$ cat src/rtl/clock_setter.sv
// clock_setter: button-driven edit FSM that buffers time/date/alarm values and commits them with one-cycle strobes
module clock_setter #(
  parameter int EDIT_TIMEOUT = 1_000_000_000
) (
  input  logic        clk,
  input  logic        rst,
  input  logic        btn_mode,
  input  logic        btn_next,
  input  logic        btn_up,
  input  logic        btn_down,
  input  logic [16:0] time_cur,
  input  logic [20:0] date_cur,
  output logic [16:0] time_out,
  output logic        time_ow,
  output logic [20:0] date_out,
  output logic        date_ow,
  output logic [10:0] alarm_out,
  output logic        alarm_set,
  output logic [1:0]  mode,
  output logic [1:0]  field
);
  typedef enum logic [1:0] {IDLE = 2'd0, EDIT_TIME = 2'd1, EDIT_DATE = 2'd2, EDIT_ALRM = 2'd3} state_t;
  localparam int CW = $clog2(EDIT_TIMEOUT + 1);
  localparam logic [CW-1:0] LIMIT = CW'(EDIT_TIMEOUT);
  state_t state_q, state_d;
  logic [1:0] field_q, field_d, last;
  logic [16:0] time_q, time_d;
  logic [20:0] date_q, date_d;
  logic [10:0] alarm_q, alarm_d;
  logic time_ow_q, time_ow_d, date_ow_q, date_ow_d, alarm_set_q, alarm_set_d;
  logic [CW-1:0] cnt_q, cnt_d;
  logic [11:0] sel_v, sel_lo, sel_hi, stepped, yr_n;
  logic [4:0] hour_src, day_n, lim;
  logic [5:0] min_src;
  logic [3:0] mon_n;
  logic unused_sec;
  assign unused_sec = ^time_cur[5:0];
  function automatic logic [11:0] step(input logic [11:0] v, input logic [11:0] lo, input logic [11:0] hi, input logic up);
    return up ? (v >= hi ? lo : v + 12'd1) : (v <= lo ? hi : v - 12'd1);
  endfunction
  function automatic logic [4:0] dim(input logic [3:0] m, input logic [11:0] y);
    logic leap;
    leap = y[1:0] == 2'd0 && (y % 12'd100 != 12'd0 || y % 12'd400 == 12'd0);
    return m == 4'd2 ? (leap ? 5'd29 : 5'd28) :
           (m == 4'd4 || m == 4'd6 || m == 4'd9 || m == 4'd11) ? 5'd30 : 5'd31;
  endfunction
  always_comb begin
    state_d     = state_q;
    field_d     = field_q;
    time_d      = time_q;
    date_d      = date_q;
    alarm_d     = alarm_q;
    time_ow_d   = 1'b0;
    date_ow_d   = 1'b0;
    alarm_set_d = 1'b0;
    cnt_d       = '0;
    last        = state_q == EDIT_DATE ? 2'd2 : 2'd1;
    hour_src    = state_q == EDIT_ALRM ? alarm_q[10:6] : time_q[16:12];
    min_src     = state_q == EDIT_ALRM ? alarm_q[5:0] : time_q[11:6];
    sel_v       = state_q == EDIT_DATE ?
                  (field_q == 2'd0 ? date_q[11:0] : field_q == 2'd1 ? {8'd0, date_q[15:12]} : {7'd0, date_q[20:16]}) :
                  (field_q == 2'd0 ? {7'd0, hour_src} : {6'd0, min_src});
    sel_lo      = state_q == EDIT_DATE && field_q != 2'd0 ? 12'd1 : 12'd0;
    sel_hi      = state_q == EDIT_DATE ?
                  (field_q == 2'd0 ? 12'd4095 : field_q == 2'd1 ? 12'd12 : {7'd0, dim(date_q[15:12], date_q[11:0])}) :
                  (field_q == 2'd0 ? 12'd23 : 12'd59);
    stepped     = step(sel_v, sel_lo, sel_hi, btn_up);
    yr_n        = field_q == 2'd0 ? stepped : date_q[11:0];
    mon_n       = field_q == 2'd1 ? stepped[3:0] : date_q[15:12];
    lim         = dim(mon_n, yr_n);
    day_n       = field_q == 2'd2 ? stepped[4:0] : (date_q[20:16] > lim ? lim : date_q[20:16]);
    if (state_q == IDLE) begin
      if (btn_mode) begin
        state_d = EDIT_TIME;
        field_d = 2'd0;
        time_d  = {time_cur[16:6], 6'd0};
      end
    end else if (btn_mode) begin
      state_d = state_q == EDIT_TIME ? EDIT_DATE : state_q == EDIT_DATE ? EDIT_ALRM : IDLE;
      field_d = 2'd0;
      date_d  = state_q == EDIT_TIME ? date_cur : date_q;
    end else if (btn_next) begin
      if (field_q == last) begin
        state_d     = IDLE;
        field_d     = 2'd0;
        time_ow_d   = state_q == EDIT_TIME;
        date_ow_d   = state_q == EDIT_DATE;
        alarm_set_d = state_q == EDIT_ALRM;
      end else begin
        field_d = field_q + 2'd1;
      end
    end else if (btn_up || btn_down) begin
      time_d  = state_q != EDIT_TIME ? time_q :
                field_q == 2'd0 ? {stepped[4:0], time_q[11:0]} : {time_q[16:12], stepped[5:0], time_q[5:0]};
      alarm_d = state_q != EDIT_ALRM ? alarm_q :
                field_q == 2'd0 ? {stepped[4:0], alarm_q[5:0]} : {alarm_q[10:6], stepped[5:0]};
      date_d  = state_q == EDIT_DATE ? {day_n, mon_n, yr_n} : date_q;
    end else begin
      cnt_d = cnt_q + CW'(1);
      if (cnt_d == LIMIT) begin
        state_d = IDLE;
        field_d = 2'd0;
        cnt_d   = '0;
      end
    end
  end
  always_ff @(posedge clk or posedge rst) begin
    if (rst) begin
      state_q     <= IDLE;
      field_q     <= 2'd0;
      time_q      <= 17'd0;
      date_q      <= {5'd1, 4'd1, 12'd0};
      alarm_q     <= 11'd0;
      time_ow_q   <= 1'b0;
      date_ow_q   <= 1'b0;
      alarm_set_q <= 1'b0;
      cnt_q       <= '0;
    end else begin
      state_q     <= state_d;
      field_q     <= field_d;
      time_q      <= time_d;
      date_q      <= date_d;
      alarm_q     <= alarm_d;
      time_ow_q   <= time_ow_d;
      date_ow_q   <= date_ow_d;
      alarm_set_q <= alarm_set_d;
      cnt_q       <= cnt_d;
    end
  end
  assign mode      = state_q;
  assign field     = field_q;
  assign time_out  = time_q;
  assign date_out  = date_q;
  assign alarm_out = alarm_q;
  assign time_ow   = time_ow_q;
  assign date_ow   = date_ow_q;
  assign alarm_set = alarm_set_q;
endmodule

$ cat config.mk
export PLATFORM = sky130hd
export DESIGN_NAME = clock_setter
export DESIGN_NICKNAME = d
export VERILOG_FILES = /design/src/rtl/clock_setter.sv
export SDC_FILE = /design/constraint.sdc
export NUM_CORES = 1
export LEC_CHECK = 0
export BUFFER_PORTS_ARGS = -buffer_cell sky130_fd_sc_hd__buf_4
export CORE_MARGIN = 10
export CORE_UTILIZATION = 55
export DETAILED_ROUTE_END_ITERATION = 16
export PLACE_DENSITY_LB_ADDON = 0.25
export SYNTH_ARGS = -nofsm -noshare
export SYNTH_HDL_FRONTEND = slang
export SYNTH_SLANG_ARGS = --single-unit
$ cat constraint.sdc
create_clock -name clk -period 9.15 [get_ports clk]
set_clock_uncertainty 0.1 [all_clocks]
set_input_delay 0.915 -clock clk [delete_from_list [all_inputs] [get_ports clk]]
set_output_delay 0.915 -clock clk [all_outputs]
set_load 0.01 [all_outputs]
Yosys cells after proc, flatten, opt, wreduce, memory -nomap -nowiden
Cells that the tools add are included.

storage, ports and cells
  register bits = 86
  input port bits = 44
  output and inout bits = 56
  logic and storage cells = 159

operators by class
  $add $sub $neg = 4
  div/mod/pow operators = 4
  order comparisons = 3
  equal/unequal tests = 27
  multiplexer cells = 68
  bitwise operators = 5
  reduce and logical (&&, ||, !) cells = 35

operators with widths
  operator                 count
  $mux W30                 5
  $mux W17                 7
  $mux W21                 5
  $mux W12                 8
  $mux W2                  17
  $add A30 B1 Y30 const B  1
  $eq A30 B30 Y1 const B   1
  $reduce_and A6 Y1        5
  $mux W5                  5
  $logic_not A12 Y1        2
  $mod A12 B7 Y12 const B  2
  $mod A12 B9 Y12 const B  2
  $reduce_bool A12 Y1      2
  $mux W6                  3
  $mux W1                  17
  $eq A4 B3 Y1 const B     4
  $eq A4 B4 Y1 const B     4
  $add A12 B1 Y12 const B  1
  $ge A12 B12 Y1           1
  $le A12 B1 Y1            1
  $sub A12 B1 Y12 const B  1
  $ne A2 B2 Y1 const B     5
  $logic_or A1 B1 Y1       9
  $eq A4 B2 Y1 const B     2
  other kinds (18)         36

Longest topological paths before layout
Gate-level depths: netlist of run 1.

  word-level depth = 26
  depth in mapped cells = 43
  depth with buffers taken out = 39

Least setup slack after synthesis of run 1
No wires, ideal clock.

  kind = flip-flop to flip-flop
  start point = register date_q[7], in the netlist date_out[7]
  end point = register date_q[16], in the netlist date_out[16]
  setup time = 0.077 ns
  arrival time = 9.260 ns
  required time = 8.973 ns
  path slack = -0.287 ns
  cell stages (with the launch flop) = 43
  path buffers = 3
  clock period less this slack = 9.437 ns
  cells stage by stage = dfrtp_1 buf_2 nor3_2 o221ai_1 a2111o_1 a31oi_2 o211ai_1 or4_1 buf_2 a31oi_2 nor2_1 o21a_1 maj3_2 a221oi_1 o221ai_1 nor2b_1 ha_1 nor2b_1 [... 7 more ...] a21oi_2 or4_4 o21ai_4 mux2_4 a21o_1 o211ai_2 o21ai_0 a21boi_2 or4b_1 a21boi_1 o22ai_1 ha_1 a21oi_1 o21ai_0 a31oi_1 o21ai_0 a21oi_1 a21bo_1

between the ends
  cells in the longest elaborated chain, start to end = 25
  elaborated cells between the ends (all ways) = 49
  classes of those cells = add/sub: 2; div: 4; order compare: 3; eq/ne: 5; mux: 21; reduce/logical: 14

ends and longest elaborated chain
  what                                                      line  source
  start: declaration                                        28    logic [20:0] date_q, date_d;
  start signal: assignment                                  112   date_q <= {5'd1, 4'd1, 12'd0};
  start signal: assignment                                  122   date_q <= date_d;
  branches (longest 25 deep; another with $mod A12 B7 Y12)  n/a

Several ways; the timed one is not identified. The select of a mux whose other input is x is not followed.
A chain may end at the register's enable or synchronous reset.

Worst setup path after layout of run 1
  start point = register date_q[7], in the netlist date_out[7]
  end point = register date_q[20], in the netlist date_out[20]

between the ends
  cells in the longest elaborated chain, start to end = 22
  elaborated cells between the ends (all ways) = 48
  classes of those cells = add/sub: 2; div: 4; order compare: 3; eq/ne: 5; mux: 20; reduce/logical: 14

ends and longest elaborated chain
  what                                                              line    source
  $mod A12 B7 Y12 / $mod A12 B9 Y12 (equally long branches)         43      leap = y[1:0] == 2'd0 && (y % 12'd100 != 12'd0 || y % 12'd400 == 12'd0);
  $reduce_bool A12 Y1 / $logic_not A12 Y1 (equally long branches)   43
  $logic_or A1 B1 Y1                                                43
  $logic_and A1 B1 Y1                                               43
  $mux W1                                                           44      return m == 4'd2 ? (leap ? 5'd29 : 5'd28) :
  $mux W2                                                           44
  $mux W5                                                           65      (field_q == 2'd0 ? 12'd4095 : field_q == 2'd1 ? 12'd12 : {7'd0, dim(date_q[15:12], date_q[11:0])}) :
  $mux W12                                                          65
  [... 6 more ...]                                                  n/a
  $reduce_bool A12 Y1 (tied with other cells)                       43
  $logic_or A1 B1 Y1 (on tied branches)                             43, 45
  $logic_and A1 B1 Y1 / $logic_or A1 B1 Y1 (equally long branches)  43, 45
  $mux W1 (on tied branches)                                        44, 45
  $mux W2                                                           44
  $gt A5 B5 Y1                                                      71      day_n = field_q == 2'd2 ? stepped[4:0] : (date_q[20:16] > lim ? lim : date_q[20:16]);
  $reduce_bool A3 Y1 (no source line)                               n/a
  $reduce_and A6 Y1 (no source line)                                n/a

Parallel ways exist; a longest one is shown, timed or not. The select of a mux whose other input is x is not followed.

==> metrics.txt, run 1 <==
Critical Path AT=9.58 ns; DRT iter0 DRCs=1040; Crit Path Max Fanout=7; Ys Warns=0; Main synth FF type=dfrtp_1; first-pass GRT wire length=47300 µm; Rows=45; Initial Util=56.3%; max_cap viols=0; register area share after synthesis=23.3%; top cell type's share of synthesized area=22.7%; Chip Height=145 µm; Root Driver=clkbuf_16; hold crit path type=reg2reg; Die Wd=145 µm; Post-DP HPWL=22200 µm; clk sink count=80; Final Core Density=74.7%; clock buffer depth=2; share of cells above drive strength 1=32.3%; Final Critical Period=9.44 ns; GR Overflow Total=0; number of global-route vias before repair=9314; failing checks=negative setup slack; Synth top cells by count=132 x nor2_1, 109 x nand2_1, 84 x o21ai_0; PortBufs=87; reg2reg setup slack=-0.29 ns; Mapped Cells=1129; die area=0.0210 mm²; fraction of registers with async set/reset=100%; Final Worst Setup Slack=-0.287 ns; drt wl/cell=19.4 µm; FF+latch count, synth=80; area leader, netlist=dfrtp_1; Avg Inst Size Synth=7.61 µm²; clock transition at the registers of the reported paths=0.07 ns; Nets=1425; initial antenna violation count=0; All-Layer GR Usage=26.5%; Post-CTS Hold Buffers=0; Num CTS Buffers=9; Via Count=9975; most used cell, CP=buf_4; Slowest-stage cell, CP=or4_4; drt first pass iters=8; Worst Setup End Kind=flop; Ports=100; CP peak stage delay=0.58 ns; global placer's final weighted congestion=0.988; drt drc=0; EDFF count, synth=0; synth unique cells=110; pin count of the biggest net entering global routing=81; critical path launch point type=flop; final worst-path cycle share=103%; Peak Freq=0.106 GHz; TritonCTS clock tree=built; Total Wirelength=30500 µm; area delta synth->final=32.6%; Clock Latency Late Sink=0.36 ns; Filler cells=1167; CTS H-tree depth=3; RSZ-0062 raised after global routing=true; Mapped Area=0.00860 mm²; Final Setup Violations=5; vias per inst=6.37; CP Class=reg2reg; Final Max Slew Viols=0; diode count=0; worst rel slew slack=13.1%; area of the core=0.0153 mm²; cell with the most instances after synthesis=nor2_1; final hold vios=0; Worst EP required=9.29 ns; Post-DRT Antenna Nets=0; outcome=complete, but fails checks; Slew @ Worst Pin=1.29 ns; Area contributors post-synth=dfrtp_1 23%, nor2_1 5.8%, o21ai_0 4.9%
cell usage in the layout, fill, tap and decap left out, drive strengths merged, types with 22 or more instances in the layout:
master | synthesis | layout
ha | 31 | 31
o21ai | 88 | 88
xnor2 | 29 | 29
nor2 | 137 | 137
buf | 32 | 277
a31oi | 22 | 22
dfrtp | 78 | 78
nand3 | 37 | 37
nor3 | 35 | 35
a21oi | 78 | 78
mux2i | 27 | 27
nand2 | 111 | 111
inv | 33 | 36
registers in the layout (all words and copies together) (netlist names):
register   flops
field          2
time_out      11
date_ow        1
alarm_out     11
alarm_set      1
cnt_q         30
mode           2
time_ow        1
date_out      21
final timing paths:
kind                                           from                       end  cells after the start
min in group asynchronous                       rst  alarm_out[9]$_DFFE_PP0P_                      3
hold / removal             time_out[16]$_DFFE_PP0P_  time_out[16]$_DFFE_PP0P_                      2
max in group asynchronous                       rst   date_out[7]$_DFFE_PP0P_                      3
setup / recovery            date_out[7]$_DFFE_PP0P_  date_out[20]$_DFFE_PP0P_                     41
setup reg to reg            date_out[7]$_DFFE_PP0P_  date_out[20]$_DFFE_PP0P_                     41
hold reg to reg            time_out[16]$_DFFE_PP0P_  time_out[16]$_DFFE_PP0P_                      2
routing by layer:
layer | up-vias | share of wire, % | GRT usage, %
met5 | - | 0 | 0
met4 | 0 | 3.9 | 10.7
met3 | 98 | 8.3 | 5.03
met2 | 481 | 46 | 42.9
met1 | 4749 | 41 | 34.0
li1 | 4647 | - | -
per-stage QoR:
stage          setup TNS [ns]  area [µm²]  setup WS, ns  hold WS (ns)  instances
2_1_floorplan        -0.00408        8670      -0.00195         0.332       1134
3_3_place_gp            -1.89       10400        -0.431         0.348       1520
3_5_place_dp            -2.32       10400        -0.527         0.377       1520
4_1_cts               -0.0707       11000       -0.0374         0.414       1551
5_1_grt                 -3.41       11400        -0.698         0.438       1566
6_report                -1.33       11400        -0.287         0.416       1566
final cells by class:
type | count | area (µm²) | area share [%]
Clock buffer | 9 | 225 | 1.98
Timing Repair Buffer | 277 | 2120 | 18.6
Multi-Input combinational cell | 948 | 6590 | 57.8
Sequential cell | 80 | 2010 | 17.6
Inverter | 34 | 131 | 1.15
Clock inverter | 7 | 62.6 | 0.549
Tap cell | 211 | 264 | 2.32
logic make-up after synthesis:
logic type,Yosys count,synth area share (%)
adders and majority gates,34,4.88
and+or+nand+nor,445,25.4
AOI/OAI and AO/OA,371,30.5
DFF,80,23.3
muxes,42,5.20
buffers and inverters,106,5.59
other,1,0.0436
xor gates and xnor gates,50,5.09
critical path: cells and delay by family (launching register included):
family | cells | cell delay (ns)
DFF | 1 | 0.46
and+or+nand+nor | 6 | 1.41
buffers and inverters | 5 | 0.74
adders and majority gates | 2 | 0.60
AOI/OAI and AO/OA | 27 | 5.69
muxes | 1 | 0.30
timing repair:
action,in CTS,in global routing
pin swaps,24,31
endpoints found under the hold margin,0,0
gates cloned,0,0
setup endpoints to repair,5,5
gates resized for setup,45,57
setup buffers,15,16
Power of run 1 is left out: the tool's default activity adds up to more than one toggle a clock period on the data nets, which glitch-free logic cannot reach.
==> run 2, diff against run 1 <==
--- a/config.mk
+++ b/config.mk
@@ -7,7 +7,7 @@
 export LEC_CHECK = 0
 export BUFFER_PORTS_ARGS = -buffer_cell sky130_fd_sc_hd__buf_4
 export CORE_MARGIN = 10
-export CORE_UTILIZATION = 55
+export CORE_UTILIZATION = 54
 export DETAILED_ROUTE_END_ITERATION = 16
 export PLACE_DENSITY_LB_ADDON = 0.25
 export SYNTH_ARGS = -nofsm -noshare
==> run 2 against run 1 <==
  * The flow still finishes with violations (negative setup slack)
  * Die area rose by 1.6%
  * Flip-flop and latch count unchanged
  * Sequential share of layout area grew 0.066 points
  * Global-route usage rose by 0.54 points
  * Via count shrank 2.0%
  * Count of clock-buffer cells in the layout unchanged
  * Largest cell class unchanged
==> metrics.txt, run 2 (synthesis results as in run 1) <==
DRT iter0 DRCs=935; Peak Freq=0.106 GHz; Final Setup Violations=5; Clock Latency Late Sink=0.36 ns; drt drc=0; Reg with most FFs=cnt_q; area delta synth->final=32.3%; sequential cell area=0.00201 mm²; diode count=0; hold crit path type=reg2reg; Post-DP HPWL=22500 µm; final hold vios=0; drt first pass iters=5; Chip Height=146 µm; first-pass GRT wire length=48800 µm; most used cell, CP=buf_4; Slowest-stage cell, CP=or4_4; CP peak stage delay=0.60 ns; area of the multi-input gates=0.00650 mm²; max reg flops=30; Root Driver=clkbuf_16; Ports=100; Num CTS Buffers=9; clock transition at the registers of the reported paths=0.07 ns; All-Layer GR Usage=27.0%; number of global-route vias before repair=9417; Post-CTS Hold Buffers=0; Filler cells=1322; RSZ-0062 raised after global routing=true; failing checks=negative setup slack; Rows=46; initial antenna violation count=0; Initial Util=54.5%; outcome=complete, but fails checks; Crit Path Max Fanout=14; global placer's final weighted congestion=1.01; die area=0.0214 mm²; Worst Setup End Kind=flop; Slew @ Worst Pin=1.28 ns; final worst-path cycle share=103%; TritonCTS clock tree=built; worst rel slew slack=13.8%; area of the core=0.0158 mm²; GR Overflow Total=0; CP Class=reg2reg; Total Wirelength=30500 µm; Final Critical Period=9.46 ns; PortBufs=87; commonest non-fill, non-tap cell in the layout=buf_4; share of cells above drive strength 1=31.4%; Critical Path AT=9.60 ns; Final Max Slew Viols=0; most frequent cells in the layout=284 x buf_4, 127 x nor2_1, 109 x nand2_1; Worst EP required=9.29 ns; Via Count=9775; Nets=1435; Setup TNS=-1.36 ns; clock buffer depth=2; Post-DRT Antenna Nets=0; pin count of the biggest net entering global routing=81; vias per inst=6.18; clk sink count=80; Die Wd=146 µm; CTS H-tree depth=3; Final Worst Setup Slack=-0.310 ns; drt wl/cell=19.3 µm; critical path launch point type=flop; max_cap viols=0
## run 2: changes by cell type in the layout (fill, tap and decap cells not counted), moves of 4 or more
cell / before / now
buf_4: 267 / 284
o21ai_0: 73 / 79
a21oi_1: 67 / 72
buf_6: 8 / 3
a21oi_2: 10 / 6
o21ai_1: 11 / 7
## run 2: repair_timing
action                                  4_1_cts  5_1_grt
hold endpoints to repair                      0        0
pin swaps                                    16       10
setup buffers                                19        5
gates resized for setup                      35       35
endpoints found under the setup margin        5        5
## run 2: final timing paths
kind,start,endpoint,slack [ns],cells past startpoint
worst max register to register,date_out[11]$_DFFE_PP0P_,date_out[20]$_DFFE_PP0P_,-0.31,41
worst min register to register,cnt_q[0]$_DFF_PP0_,cnt_q[0]$_DFF_PP0_,0.39,1
worst max-delay path,date_out[11]$_DFFE_PP0P_,date_out[20]$_DFFE_PP0P_,-0.31,41
max in group asynchronous,rst,date_out[8]$_DFFE_PP0P_,7.44,3
worst min-delay path,cnt_q[0]$_DFF_PP0_,cnt_q[0]$_DFF_PP0_,0.39,1
min in group asynchronous,rst,time_out[14]$_DFFE_PP0P_,0.77,3
## run 2: final cells by class
class / count / share of cell area (%)
inverter: 34 / 1.16
timing repair buffer: 287 / 19.0
tap: 216 / 2.38
clock inverter: 7 / 0.550
multi-input combinational: 948 / 57.2
sequential: 80 / 17.7
clock buffer: 9 / 1.98
## run 2: metrics by stage
stage / setup slack, ns / util, % / hold slack (ns) / instance area (µm²) / instances
floorplan: -0.00195 / - / 0.332 / 8670 / 1134
global placement: -0.538 / 66.9 / 0.348 / 10600 / 1541
detailed placement: -0.674 / 66.9 / 0.378 / 10600 / 1541
CTS: -0.179 / 70.6 / 0.389 / 11100 / 1576
global route: -0.752 / 72.1 / 0.418 / 11400 / 1581
finish: -0.310 / 72.1 / 0.388 / 11400 / 1581
## run 2: worst max-delay path, delay by kind of cell (launching register included)
kind,cells,cell delay (ns)
AOI/OAI and AO/OA,24,4.74
adders and majority gates,3,0.89
buffers and inverters,5,0.82
DFF,1,0.49
muxes,2,0.50
and+or+nand+nor,7,1.77
## run 2: routing by layer
layer	global-route usage (%)	vias up	wire, µm
met4	8.41	0	855
li1	-	4671	-
met1	35.9	4658	13200
met2	44.7	376	14300
met5	0	-	0
met3	3.55	70	2030
Power of run 2 is left out for the same reason.
==> run 3, diff against run 2 <==
--- a/config.mk
+++ b/config.mk
@@ -5,8 +5,8 @@
 export SDC_FILE = /design/constraint.sdc
 export NUM_CORES = 1
 export LEC_CHECK = 0
+export ABC_AREA = 1
 export BUFFER_PORTS_ARGS = -buffer_cell sky130_fd_sc_hd__buf_4
-export CORE_MARGIN = 10
 export CORE_UTILIZATION = 54
 export DETAILED_ROUTE_END_ITERATION = 16
 export PLACE_DENSITY_LB_ADDON = 0.25
==> run 3 against run 2 <==
  * The flow now finishes without violations
  * Critical path depth is 43 higher
  * Die area fell by 30%
  * Global-route usage increased by 3.1 points
  * Cell count shrank 4.3%
  * Wire length decreased by 23%
  * Design area fell by 14%
  * Non-clock buffer count decreased by 150
  * Flip-flop and latch count did not move
  * Count of clock-buffer cells in the layout rose by 1
==> metrics.txt, run 3 <==
Post-DP HPWL=16700 µm; CP peak stage delay=0.45 ns; max_cap viols=0; clock transition at the registers of the reported paths=0.07 ns; die area=0.0150 mm²; design area=0.00976 mm²; most used cell, CP=nand2_1; Worst R2R Start=date_out[8]$_DFFE_PP0P_; Placed Area=0.00871 mm²; hold crit path type=in2async; share of cells above drive strength 1=27.7%; Final Max Slew Viols=0; Total Wirelength=23400 µm; global placer's final weighted congestion=0.909; Nets=1404; area of the core=0.0140 mm²; DRT iter0 DRCs=687; met2 Usage GRT=46.2%; Post-DRT Antenna Nets=0; Slowest-stage cell, CP=dfrtp_2; family with the most delay on the worst path=simple AND/OR/NAND/NOR gates; top cell type's share of synthesized area=24.9%; Via Count=8611; diode count=0; vias per inst=5.69; drt drc=0; clock buffer depth=2; FF+latch count, synth=80; Main synth FF type=dfrtp_1; initial antenna violation count=0; synth unique cells=57; Num CTS Buffers=9; CTS H-tree depth=3; Critical Path AT=9.11 ns; first-pass GRT wire length=35100 µm; Crit Path Max Fanout=6; EDFF count, synth=0; Ports=100; Peak Freq=0.112 GHz; Synth top cells by count=328 x nand2_1, 130 x inv_1, 116 x nor2_1; GR peak layer=met2; Area contributors post-synth=dfrtp_1 25%, nand2_1 16%, nand3_1 7.1%; Worst EP required=9.33 ns; met3 Use GR=4.93%; clk sink count=80; Die Wd=122 µm; Slew @ Worst Pin=1.13 ns; DP Worst Slack=0.0000808 ns; met1 Track Usage GR=40.1%; Reg with most FFs=cnt_q; CP Class=reg2reg; outcome=completed; Final Critical Period=8.93 ns; Post-CTS Hold Buffers=0; area leader, netlist=dfrtp_1; commonest non-fill, non-tap cell in the layout=nand2_1; worst rel slew slack=24.7%; Ys Warns=0; Worst Setup End Kind=flop; All-Layer GR Usage=30.1%; number of global-route vias before repair=7334; Chip Height=122 µm; Setup TNS=0 ns; Final Setup Violations=0; final hold vios=0; Rows=43; Final Worst Setup Slack=0.218 ns; area delta synth->final=24.5%; drt first pass iters=6; PortBufs=87; pin count of the biggest net entering global routing=72; Root Driver=clkbuf_16; fraction of registers with async set/reset=100%; GR Overflow Total=0; CP bufs+invs=11; Mapped Area=0.00784 mm²; Crit. Startpoint=date_out[8]$_DFFE_PP0P_; final worst-path cycle share=97.6%; register area share after synthesis=25.6%; drt wl/cell=15.5 µm; max reg flops=30; RSZ-0062 raised after global routing=true; Final Core Density=69.5%; Clock Latency Late Sink=0.35 ns; critical path launch point type=flop; Avg Inst Size Synth=6.50 µm²; cell with the most instances after synthesis=nand2_1; TritonCTS clock tree=built; Initial Util=55.8%; most frequent cells in the layout=283 x nand2_1, 133 x buf_4, 122 x inv_1; Mapped Cells=1207
-- run 3: cell count changes after synthesis, sizes merged, moves of 13 or more --
| cell | delta |
|---|---|
| nand4 | +16 |
| nand2 | +269 |
| buf | -15 |
| a211oi | -20 |
| nor2b | -13 |
| mux2 | -15 |
| inv | +120 |
| xnor2 | -25 |
| nand3 | +95 |
| o21a | -13 |
| mux2i | -26 |
| a21oi | -40 |
| and3 | -17 |
| clkbuf | -26 |
-- run 3: final cells by class --
cell class              count  area [µm²]
fillers                  1217        4280
repair buffers            137        1040
well taps                 180         225
flip-flops and latches     80        2010
multi-input cells         942        5550
clock buffers              10         239
inverters                 159         611
clock inverters             5        88.8
-- run 3: worst register-to-register path: cells and delay by family (launching register included) --
kind	cells	cell delay, ns
buffers and inverters	11	1.12
xor gates and xnor gates	1	0.18
and+or+nand+nor	63	5.54
adders and majority gates	2	0.47
AOI/OAI and AO/OA	7	1.04
DFF	1	0.45
-- run 3: layer usage --
layer / routed length, µm / share of wire [%]
met5: 0 / 0
met4: 1120 / 4.8
met3: 1860 / 7.9
met2: 10800 / 46
met1: 9620 / 41
-- run 3: per-stage QoR --
stage                     hold WS, ns  cells
after floorplan                 0.332   1212
after global placement          0.355   1469
after detailed placement        0.364   1469
after CTS                       0.371   1484
after global routing            0.381   1513
final                           0.371   1513
-- run 3: worst paths after layout --
| kind | endpoint | slack (ns) | cells after the start |
|---|---|---|---|
| max in group asynchronous | time_out[7]$_DFFE_PP0P_ | 7.43 | 3 |
| worst max-delay path | date_out[17]$_DFFE_PP0P_ | 0.22 | 84 |
| worst max register to register | date_out[17]$_DFFE_PP0P_ | 0.22 | 84 |
| min in group clk | cnt_q[0]$_DFF_PP0_ | 0.37 | 1 |
| worst min register to register | cnt_q[0]$_DFF_PP0_ | 0.37 | 1 |
| worst min-delay path | date_out[3]$_DFFE_PP0P_ | 0.37 | 2 |
-- run 3: kinds of logic after synthesis --
kind of cell               after synthesis  share of synthesized area (%)
and+or+nand+nor                        712                           43.8
buffers and inverters                  190                           10.1
AOI/OAI and AO/OA                      163                           12.1
DFF                                     80                           25.6
adders and majority gates               31                           4.95
xor gates and xnor gates                29                           3.34
other                                    1                         0.0478
muxes                                    1                          0.128
-- run 3: repair_timing --
item                       4_1_cts  5_1_grt
gates cloned                     0        0
resized for setup                1      139
buffers inserted                 0       29
setup endpoints to repair        4        5
pin swaps                        0       84
Power of run 3 is left out for the same reason.
